### src/rtl/mem_access_unit_if.sv
// Memory-side bus of the Simple RISC Machine access unit: command, address,
// write data out; read data and ready handshake back.
interface mem_access_unit_if #(
  parameter int DATA_W = 16,
  parameter int ADDR_W = 9
);
  logic [1:0]        mem_cmd;
  logic [ADDR_W-1:0] mem_addr;
  logic [DATA_W-1:0] write_data;
  logic [DATA_W-1:0] read_data;
  logic              mem_ready;

  modport master (
    output mem_cmd,
    output mem_addr,
    output write_data,
    input  read_data,
    input  mem_ready
  );

  modport slave (
    input  mem_cmd,
    input  mem_addr,
    input  write_data,
    output read_data,
    output mem_ready
  );
endinterface

### src/rtl/mem_access_unit.sv
// PC and memory-access sequencer: runs fetch/load/store requests against a
// variable-latency memory with a wait-state timeout, and applies PC updates.
module mem_access_unit #(
  parameter int DATA_W   = 16,
  parameter int ADDR_W   = 9,
  parameter int RESET_PC = 0,
  parameter int TIMEOUT  = 15
) (
  input  logic              clk,
  input  logic              reset,
  input  logic              fetch_req,
  input  logic              ld_req,
  input  logic              st_req,
  input  logic [ADDR_W-1:0] data_addr,
  input  logic [DATA_W-1:0] store_data,
  input  logic              pc_we,
  input  logic [1:0]        pc_sel,
  input  logic [7:0]        offset,
  input  logic [ADDR_W-1:0] target,
  mem_access_unit_if.master mem,
  output logic [ADDR_W-1:0] pc,
  output logic [DATA_W-1:0] ir,
  output logic [DATA_W-1:0] load_data,
  output logic              busy,
  output logic              done,
  output logic              err
);

  localparam int CNT_W = (TIMEOUT < 2) ? 1 : $clog2(TIMEOUT + 1);
  localparam logic [1:0] CMD_NONE  = 2'b00;
  localparam logic [1:0] CMD_READ  = 2'b01;
  localparam logic [1:0] CMD_WRITE = 2'b10;

  typedef enum logic [2:0] {
    IDLE  = 3'd0,
    FETCH = 3'd1,
    LOAD  = 3'd2,
    STORE = 3'd3,
    ERR   = 3'd4
  } state_t;

  state_t            state;
  state_t            state_n;
  logic [ADDR_W-1:0] pc_n;
  logic [CNT_W-1:0]  wait_cnt;
  logic [1:0]        mem_cmd_q;
  logic [ADDR_W-1:0] mem_addr_q;
  logic [DATA_W-1:0] write_data_q;
  logic              mem_ready;
  logic [DATA_W-1:0] read_data;
  logic              in_access;
  logic              timeout_hit;

  assign mem_ready      = mem.mem_ready;
  assign read_data      = mem.read_data;
  assign mem.mem_cmd    = mem_cmd_q;
  assign mem.mem_addr   = mem_addr_q;
  assign mem.write_data = write_data_q;

  assign in_access   = (state == FETCH) || (state == LOAD) || (state == STORE);
  // A ready in the same cycle the counter hits the limit still completes the access.
  assign timeout_hit = (TIMEOUT != 0) && (wait_cnt == CNT_W'(TIMEOUT));

  always_comb begin
    state_n = state;
    pc_n    = pc;
    case (state)
      IDLE: begin
        if (pc_we) begin
          case (pc_sel)
            2'b01:   pc_n = pc + ADDR_W'($signed(offset));
            2'b10:   pc_n = target;
            2'b11:   pc_n = ADDR_W'(RESET_PC);
            default: pc_n = pc;
          endcase
        end
        if (fetch_req) begin
          state_n = FETCH;
        end else if (ld_req) begin
          state_n = LOAD;
        end else if (st_req) begin
          state_n = STORE;
        end
      end
      FETCH, LOAD, STORE: begin
        if (mem_ready) begin
          state_n = IDLE;
          if (state == FETCH) begin
            pc_n = pc + ADDR_W'(1);
          end
        end else if (timeout_hit) begin
          state_n = ERR;
        end
      end
      default: state_n = ERR;
    endcase
  end

  // Bus outputs are registered from the next state so they never follow request inputs.
  always_ff @(posedge clk or posedge reset) begin
    if (reset) begin
      state        <= IDLE;
      pc           <= ADDR_W'(RESET_PC);
      ir           <= '0;
      load_data    <= '0;
      write_data_q <= '0;
      mem_cmd_q    <= CMD_NONE;
      mem_addr_q   <= ADDR_W'(RESET_PC);
      wait_cnt     <= '0;
      busy         <= 1'b0;
      done         <= 1'b0;
      err          <= 1'b0;
    end else begin
      state <= state_n;
      pc    <= pc_n;
      busy  <= (state_n != IDLE);
      done  <= 1'b0;
      if (state_n == ERR) begin
        err <= 1'b1;
      end

      case (state_n)
        FETCH, LOAD: mem_cmd_q <= CMD_READ;
        STORE:       mem_cmd_q <= CMD_WRITE;
        default:     mem_cmd_q <= CMD_NONE;
      endcase

      if ((state_n == LOAD) || (state_n == STORE)) begin
        if (state == IDLE) begin
          mem_addr_q <= data_addr;
        end
      end else begin
        mem_addr_q <= pc_n;
      end

      if (state == IDLE) begin
        wait_cnt <= '0;
        if (!fetch_req && !ld_req && st_req) begin
          write_data_q <= store_data;
        end
      end else if (in_access) begin
        if (mem_ready) begin
          done <= 1'b1;
          if (state == FETCH) begin
            ir <= read_data;
          end
          if (state == LOAD) begin
            load_data <= read_data;
          end
        end else if ((TIMEOUT != 0) && !timeout_hit) begin
          wait_cnt <= wait_cnt + CNT_W'(1);
        end
      end
    end
  end

endmodule

### src/flat_wrapper.sv
// flat-port wrapper written by rule: the top's interface ports become plain ports
module mem_access_unit_flat 
#(
  parameter int DATA_W   = 16,
  parameter int ADDR_W   = 9,
  parameter int RESET_PC = 0,
  parameter int TIMEOUT  = 15
)
  (clk, reset, fetch_req, ld_req, st_req, data_addr, store_data, pc_we, pc_sel, offset, target, pc, ir, load_data, busy, done, err, mem_mem_cmd, mem_mem_addr, mem_write_data, mem_read_data, mem_mem_ready);
  mem_access_unit_if #(.DATA_W(DATA_W), .ADDR_W(ADDR_W)) mem_i ();
  input  logic clk;
  input  logic reset;
  input  logic fetch_req;
  input  logic ld_req;
  input  logic st_req;
  input  logic [ADDR_W-1:0] data_addr;
  input  logic [DATA_W-1:0] store_data;
  input  logic pc_we;
  input  logic [1:0] pc_sel;
  input  logic [7:0] offset;
  input  logic [ADDR_W-1:0] target;
  output logic [ADDR_W-1:0] pc;
  output logic [DATA_W-1:0] ir;
  output logic [DATA_W-1:0] load_data;
  output logic busy;
  output logic done;
  output logic err;
  output wire logic [$bits(mem_i.mem_cmd)-1:0] mem_mem_cmd;
  output wire logic [$bits(mem_i.mem_addr)-1:0] mem_mem_addr;
  output wire logic [$bits(mem_i.write_data)-1:0] mem_write_data;
  input wire logic [$bits(mem_i.read_data)-1:0] mem_read_data;
  input wire logic [$bits(mem_i.mem_ready)-1:0] mem_mem_ready;
  assign mem_mem_cmd = mem_i.mem_cmd;
  assign mem_mem_addr = mem_i.mem_addr;
  assign mem_write_data = mem_i.write_data;
  assign mem_i.read_data = mem_read_data;
  assign mem_i.mem_ready = mem_mem_ready;
  mem_access_unit #(.DATA_W(DATA_W), .ADDR_W(ADDR_W), .RESET_PC(RESET_PC), .TIMEOUT(TIMEOUT)) u_core (.clk(clk), .reset(reset), .fetch_req(fetch_req), .ld_req(ld_req), .st_req(st_req), .data_addr(data_addr), .store_data(store_data), .pc_we(pc_we), .pc_sel(pc_sel), .offset(offset), .target(target), .mem(mem_i), .pc(pc), .ir(ir), .load_data(load_data), .busy(busy), .done(done), .err(err));
endmodule
### config.mk
export PLATFORM = sky130hd
export DESIGN_NAME = mem_access_unit_flat
export DESIGN_NICKNAME = d
export VERILOG_FILES = /design/src/rtl/mem_access_unit_if.sv /design/src/rtl/mem_access_unit.sv /design/src/flat_wrapper.sv
export SDC_FILE = /design/constraint.sdc
export NUM_CORES = 1
export LEC_CHECK = 0
export ABC_AREA = 1
export BUFFER_PORTS_ARGS = -buffer_cell sky130_fd_sc_hd__buf_2
export CORE_MARGIN = 8
export CORE_UTILIZATION = 30
export DETAILED_ROUTE_END_ITERATION = 12
export SLEW_MARGIN = 20
export SYNTH_ARGS = -nofsm -noshare
export SYNTH_HDL_FRONTEND = slang
export SYNTH_SLANG_ARGS = --single-unit
### constraint.sdc
create_clock -name clk -period 3.8 [get_ports clk]
set_input_delay 0.19 -clock clk [delete_from_list [all_inputs] [get_ports clk]]
set_output_delay 0.19 -clock clk [all_outputs]
set_load 0.02 [all_outputs]
==> metrics.yaml, run 1 <==
run_status:
  run_status: "completed"
worst_setup_path:
  max_stage_delay_ps: 410
  crit_path_end_kind: "flop"
  cp-start-kind: "flop"
  crit_path_top_delay_cell: "dfrtp_1"
  path_class: "flop to flop"
  crit_chain: "ha_1, nand3_1, nand3_2, nor2_4, inv_1, nand2_1, inv_2, nand4_1, nand2_1"
  cp.buffers_inverters: 2
  cp.arrival_ps: 2450
  cpMostUsedCell: "nand2_1"
  crit_required_ps: 4020
  cpLargestDelayFamily: "simple AND/OR/NAND/NOR gates"
  cp_max_fo: 13
floorplan:
  die_h_um: 130
  die_w_um: 130
  start_util: 0.307
  core_area_um2: 12700
  pin_count: 138
  die_area_um2: 16900
  placementRows: 41
placed_design:
  numPortBuffers: 137
  placedCellCount: 747
  pre_cts_ws_ps: 1580
  gp_congestion: 0.807
  dp_hpwl_um: 8690
synth:
  synth-seq-cells: 78
  syn_area_per_cell_um2: 8.72
  netlist.area_leader.share: 0.501
  yosysWarnings: 0
  synth-edff-count: 0
  synth_seq_area_share: 0.501
  postSynth.asyncResetShare: 1.00
  ys.flop_type: "dfrtp_1"
  synth_top_cells_by_count: "nand2_1 (119), dfrtp_1 (78), inv_1 (59)"
  syn_inst: 447
  syn_area_um2: 3900
  yosys.cell_types.count: 33
  synth_area_leaders: "dfrtp_1 (50%), nand2_1 (11%), inv_1 (5.7%)"
  yosys.area.top_type: "dfrtp_1"
  syn_nets: 525
  yosysMostFrequentCell: "nand2_1"
clock_network:
  root_buffer: "clkbuf_16"
  clock-sinks: 78
  cts_max_path_buffers: 2
  cts_setup_buffers: 0
  ctsHtreeMaxLevel: 3
  cts_resized: 0
  cts_tree: "built"
  ctsHoldBuffers: 0
  worst_skew_pair.late_latency_ps: 330
  path_clk_slew_ps: 60
  cts_buffers: 9
route:
  num_vias: 3442
  first_pass_iters: 4
  vias_per_cell: 4.51
  routedWlPerCell_um: 14.4
  drt.antenna.violating_nets: 0
  first_iter_violations: 163
  routed_wl_um: 11000
  drc: 0
sta:
  fmax_ghz: 0.448
  finalWorstPathRequiredPeriod_ps: 2230
  slew_headroom: 0.306
  final_max_slew_viol_count: 0
  finalHoldViolations: 0
  worst_slack_ps: 1570
  fin_tns_setup_ps: 0
  fin_crit_sh: 0.588
  finalSetupViolCount: 0
  rsz0062_at_grt: "false"
  tightest_slew_ps: 1040
  fin_hold_ws_ps: 8.14
  fin_skew_ps: 6.41
finish:
  layout.cells.non_filler: 763
  antennaDiodeCount: 0
  drive_gt1_frac: 0.310
  nFillCells: 1311
  area_growth_pct: 29.6
  layout.nets: 664
power:
  power_uw: 1870
  p_per_area_nw_per_um2: 371
  switching_power_uw: 438
  combPwrFrac: 0.095
  swShare: 0.234
  ir_drop_uv: 209
  power_frac_clock: 0.450
  intPower_uw: 1440
  seqPwrFrac: 0.455
  p_leak_uw: 0.00279
grt:
  grt-ovfl-total: 0
  grt_pass1_wl_um: 18300
  grt_max_degree: 51
  antenna_found_initial: 0
  grt_usage: 0.136
  grt_pass1_vias: 3755
min_path:
  holdCritPathClass: "input port to async pin"
job:
  drv_cap: 0
[kinds of logic after synthesis]
kind of cell             after synthesis  share of synthesized area
AND/OR/NAND/NOR                      187                      0.210
AO/OA/AOI/OAI                         75                      0.106
XOR/XNOR                               5                     0.0112
flip-flops                            78                      0.501
buffers and inverters                 75                     0.0784
multiplexers                          16                     0.0559
adder cells (fa/ha/maj)               11                     0.0373
[per-layer routing]
layer	wire length [um]	track usage
met1	4750	0.159
met2	4900	0.220
met3	1230	0.0632
met4	150	0.0423
met5	0	0
[final cells by class]
cell class / count / area (um2) / area share
clock buffers: 13 / 250 / 0.0496
clock inverters: 3 / 43.8 / 0.00867
inverters: 63 / 240 / 0.0476
multi-input cells: 294 / 1640 / 0.325
flip-flops and latches: 78 / 1950 / 0.387
well taps: 172 / 215 / 0.0426
repair buffers: 140 / 708 / 0.140
[per-stage QoR]
step	utilization	area, um2
after global routing	0.398	5050
after detailed placement	0.375	4750
after global placement	0.375	4750
after floorplan	-	3900
after CTS	0.398	5050
final	0.398	5050
[power groups by stage]
stage / combinational [uW] / clock [uW] / sequential, uW
detailed placement: 180 / 0 / 867
finish: 179 / 843 / 852
CTS: 182 / 874 / 851
global placement: 177 / 0 / 867
global route: 206 / 906 / 853
floorplan: 95.4 / 0 / 876
[flip-flops by register name (all words and copies together), names as in the netlist]
signal                 cells
u_core.busy                1
u_core.pc                  9
u_core.done                1
u_core.mem.mem_addr        9
u_core.ir                 16
u_core.wait_cnt            4
u_core.load_data          16
u_core.mem.write_data     16
u_core.mem.mem_cmd         2
u_core.state               3
u_core.err                 1
[placed cells by master, fill, tap and decap left out, types with 5 or more instances in the layout]
master / n
mux2_2: 6
inv_1: 58
nand2_1: 119
xor2_1: 5
ha_1: 10
o21ai_0: 43
nand3_1: 28
dfrtp_1: 78
mux2_4: 10
nor2_1: 22
clkbuf_16: 9
buf_2: 137
a32oi_1: 8
a21oi_1: 20
[final timing paths]
path                       depth (start not counted)                        end  slack [ps]              startpoint
max                                                9     u_core.mem.mem_addr[4]        1570      u_core.wait_cnt[0]
min                                                2   u_core.mem.write_data[1]           8                   reset
max in group asynchronous                          3               u_core.pc[3]        2910                   reset
min in group clk                                   2  u_core.mem.write_data[12]          90          store_data[12]
max reg2reg                                        9     u_core.mem.mem_addr[4]        1570      u_core.wait_cnt[0]
min reg2reg                                        2     u_core.mem.mem_addr[7]         470  u_core.mem.mem_addr[7]
Power figures use the tool's default switching activity.
==> run 2, diff against run 1 <==
==> constraint.sdc (replaced) <==
create_clock -name clk -period 2.2 [get_ports clk]
set_input_delay 0.11 -clock clk [delete_from_list [all_inputs] [get_ports clk]]
set_output_delay 0.11 -clock clk [all_outputs]
set_load 0.02 [all_outputs]
==> metrics.yaml, run 2 (same netlist as run 1, synthesis figures left out) <==
grt:
  antenna_found_initial: 0  # unchanged
  grt-ovfl-total: 0  # unchanged
  grt_max_degree: 33  # was 51
  grt_pass1_wl_um: 18600  # was 18300 um
  grt_pass1_vias: 3810  # was 3755
  grt_usage: 0.141  # was 0.136
placed_design:
  placedCellCount: 755  # was 747
  dp_hpwl_um: 8970  # was 8690 um
  gp_congestion: 0.831  # was 0.807
  numPortBuffers: 137  # unchanged
  pre_cts_ws_ps: 260  # was 1580 ps
floorplan:
  start_util: 0.307  # unchanged
  core_area_um2: 12700  # unchanged
  pin_count: 138  # unchanged
  placementRows: 41  # unchanged
  die_w_um: 130  # unchanged
  die_h_um: 130  # unchanged
  die_area_um2: 16900  # unchanged
sta:
  final_max_slew_viol_count: 0  # unchanged
  fin_tns_setup_ps: 0  # unchanged
  worst_slack_ps: 222  # was 1570 ps
  rsz0062_at_grt: "false"  # unchanged
  fmax_ghz: 0.506  # was 0.448 GHz
  finalWorstPathRequiredPeriod_ps: 1980  # was 2230 ps
  fin_crit_sh: 0.899  # was 0.588
  slew_headroom: 0.588  # was 0.306
  finalHoldViolations: 0  # unchanged
  finalSetupViolCount: 0  # unchanged
  tightest_slew_ps: 616  # was 1040 ps
  fin_skew_ps: 6.12  # was 6.41 ps
worst_setup_path:
  max_stage_delay_ps: 430  # was 410 ps
  path_class: "flop to flop"  # unchanged
  cp.buffers_inverters: 2  # unchanged
  crit_required_ps: 2410  # was 4020 ps
  cp_max_fo: 6  # was 13
  crit_chain: "ha_1, inv_1, fa_1, inv_1, nand3_1, nand2_1, nand2_1, nand2_1, nand2_1, nand3_1, nand2_1, nand2_1, nand2_1, nand2_1, nand2_1"  # was ha_1, nand3_1, nand3_2, nor2_4, inv_1, nand2_1, inv_2, nand4_1, nand2_1
  crit_path_top_delay_cell: "dfrtp_1"  # unchanged
  cp-start-kind: "flop"  # unchanged
  cp.arrival_ps: 2190  # was 2450 ps
  cpMostUsedCell: "nand2_1"  # unchanged
  crit_path_end_kind: "flop"  # unchanged
  cpLargestDelayFamily: "simple AND/OR/NAND/NOR gates"  # unchanged
finish:
  area_growth_pct: 36.5  # was 29.6%
  final_common_cell: "buf_2"  # unchanged
  layout.cells.non_filler: 788  # was 763
  drive_gt1_frac: 0.313  # was 0.310
  layout.nets: 689  # was 664
  antennaDiodeCount: 0  # unchanged
  mostFrequentLayoutCells: "buf_2 (137), nand2_1 (119), dfrtp_1 (78), inv_1 (58), o21ai_0 (43)"  # unchanged
power:
  seqPwrFrac: 0.425  # was 0.455
  combPwrFrac: 0.099  # was 0.095
  p_leak_uw: 0.00292  # was 0.00279 uW
  p_per_area_nw_per_um2: 650  # was 371 nW/um2
  power_frac_clock: 0.476  # was 0.450
  intPower_uw: 2660  # was 1440 uW
  ir_drop_uv: 327  # was 209 uV
  swShare: 0.232  # was 0.234
  switching_power_uw: 801  # was 438 uW
route:
  drt.antenna.violating_nets: 0  # unchanged
  num_vias: 3584  # was 3442
  first_pass_iters: 4  # unchanged
  vias_per_cell: 4.55  # was 4.51
  routed_wl_um: 11500  # was 11000 um
  drc: 0  # unchanged
  routedWlPerCell_um: 14.6  # was 14.4 um
  first_iter_violations: 121  # was 163
clock_network:
  root_buffer: "clkbuf_16"  # unchanged
  cts_max_path_buffers: 2  # unchanged
  cts_setup_buffers: 0  # unchanged
  clock-sinks: 78  # unchanged
  worst_skew_pair.late_latency_ps: 330  # about the same
  cts_resized: 0  # unchanged
  path_clk_slew_ps: 60  # about the same
  cts_buffers: 9  # unchanged
  cts_tree: "built"  # unchanged
  ctsHtreeMaxLevel: 3  # unchanged
job:
  drv_cap: 0  # unchanged
run_status:
  run_status: "completed"  # unchanged
min_path:
  holdCritPathClass: "input port to flop"  # was input port to async pin
## run 2: power groups by stage
stage / clock network (uW) / registers (uW) / logic (uW)
CTS: 1700 / 1470 / 345
global placement: 0 / 1490 / 314
floorplan: 0 / 1510 / 165
detailed placement: 0 / 1490 / 320
finish: 1650 / 1470 / 342
global route: 1760 / 1470 / 387
## run 2: metal layers
metal | up-vias | GRT usage | part of all wire | wire length (um)
met2 | 120 | 0.235 | 0.47 | 5390
met4 | 0 | 0.0396 | 0.0091 | 105
li1 | 1781 | - | - | -
met1 | 1675 | 0.158 | 0.43 | 4950
met5 | - | 0 | 0 | 0
met3 | 8 | 0.0649 | 0.091 | 1040
## run 2: final cells by class
| class | count | area, um2 |
|---|---|---|
| Fill cell | 1307 | 7350 |
| Sequential cell | 78 | 1950 |
| Multi-Input combinational cell | 294 | 1640 |
| Timing Repair Buffer | 165 | 938 |
| Clock buffer | 12 | 256 |
| Inverter | 63 | 240 |
| Tap cell | 172 | 215 |
| Clock inverter | 4 | 77.6 |
## run 2: worst paths after layout
| kind | startpoint | endpoint | slack, ps | cells past startpoint |
|---|---|---|---|---|
| min reg2reg | u_core.err | u_core.err | 460 | 1 |
| max in group asynchronous | reset | u_core.ir[1] | 1210 | 4 |
| min | data_addr[5] | u_core.mem.mem_addr[5] | 30 | 3 |
| max | u_core.pc[0] | u_core.mem.mem_addr[8] | 220 | 15 |
| max reg2reg | u_core.pc[0] | u_core.mem.mem_addr[8] | 220 | 15 |
| min in group asynchronous | reset | u_core.mem.write_data[4] | 360 | 3 |
## run 2: metrics by stage
| stage | cell area, um2 | total power (uW) | hold slack, ps | util |
|---|---|---|---|---|
| floorplan | 3900 | 1680 | 259 | - |
| CTS | 5320 | 3510 | 12.8 | 0.420 |
| global route | 5320 | 3610 | 31.1 | 0.420 |
| global placement | 4810 | 1810 | 177 | 0.380 |
| finish | 5320 | 3460 | 25.6 | 0.420 |
| detailed placement | 4810 | 1820 | 186 | 0.380 |
## run 2: worst reg2reg max path: cells and delay by family (launching register included)
| family | cells | cell delay [ps] |
|---|---|---|
| simple gates | 11 | 700 |
| buf+inv | 2 | 170 |
| flops | 1 | 430 |
| fa+ha+maj | 2 | 560 |
## run 2: repair_timing
item,in CTS,in global routing
endpoints found under the hold margin,45,0
endpoints found under the setup margin,0,0
hold buffers,17,0
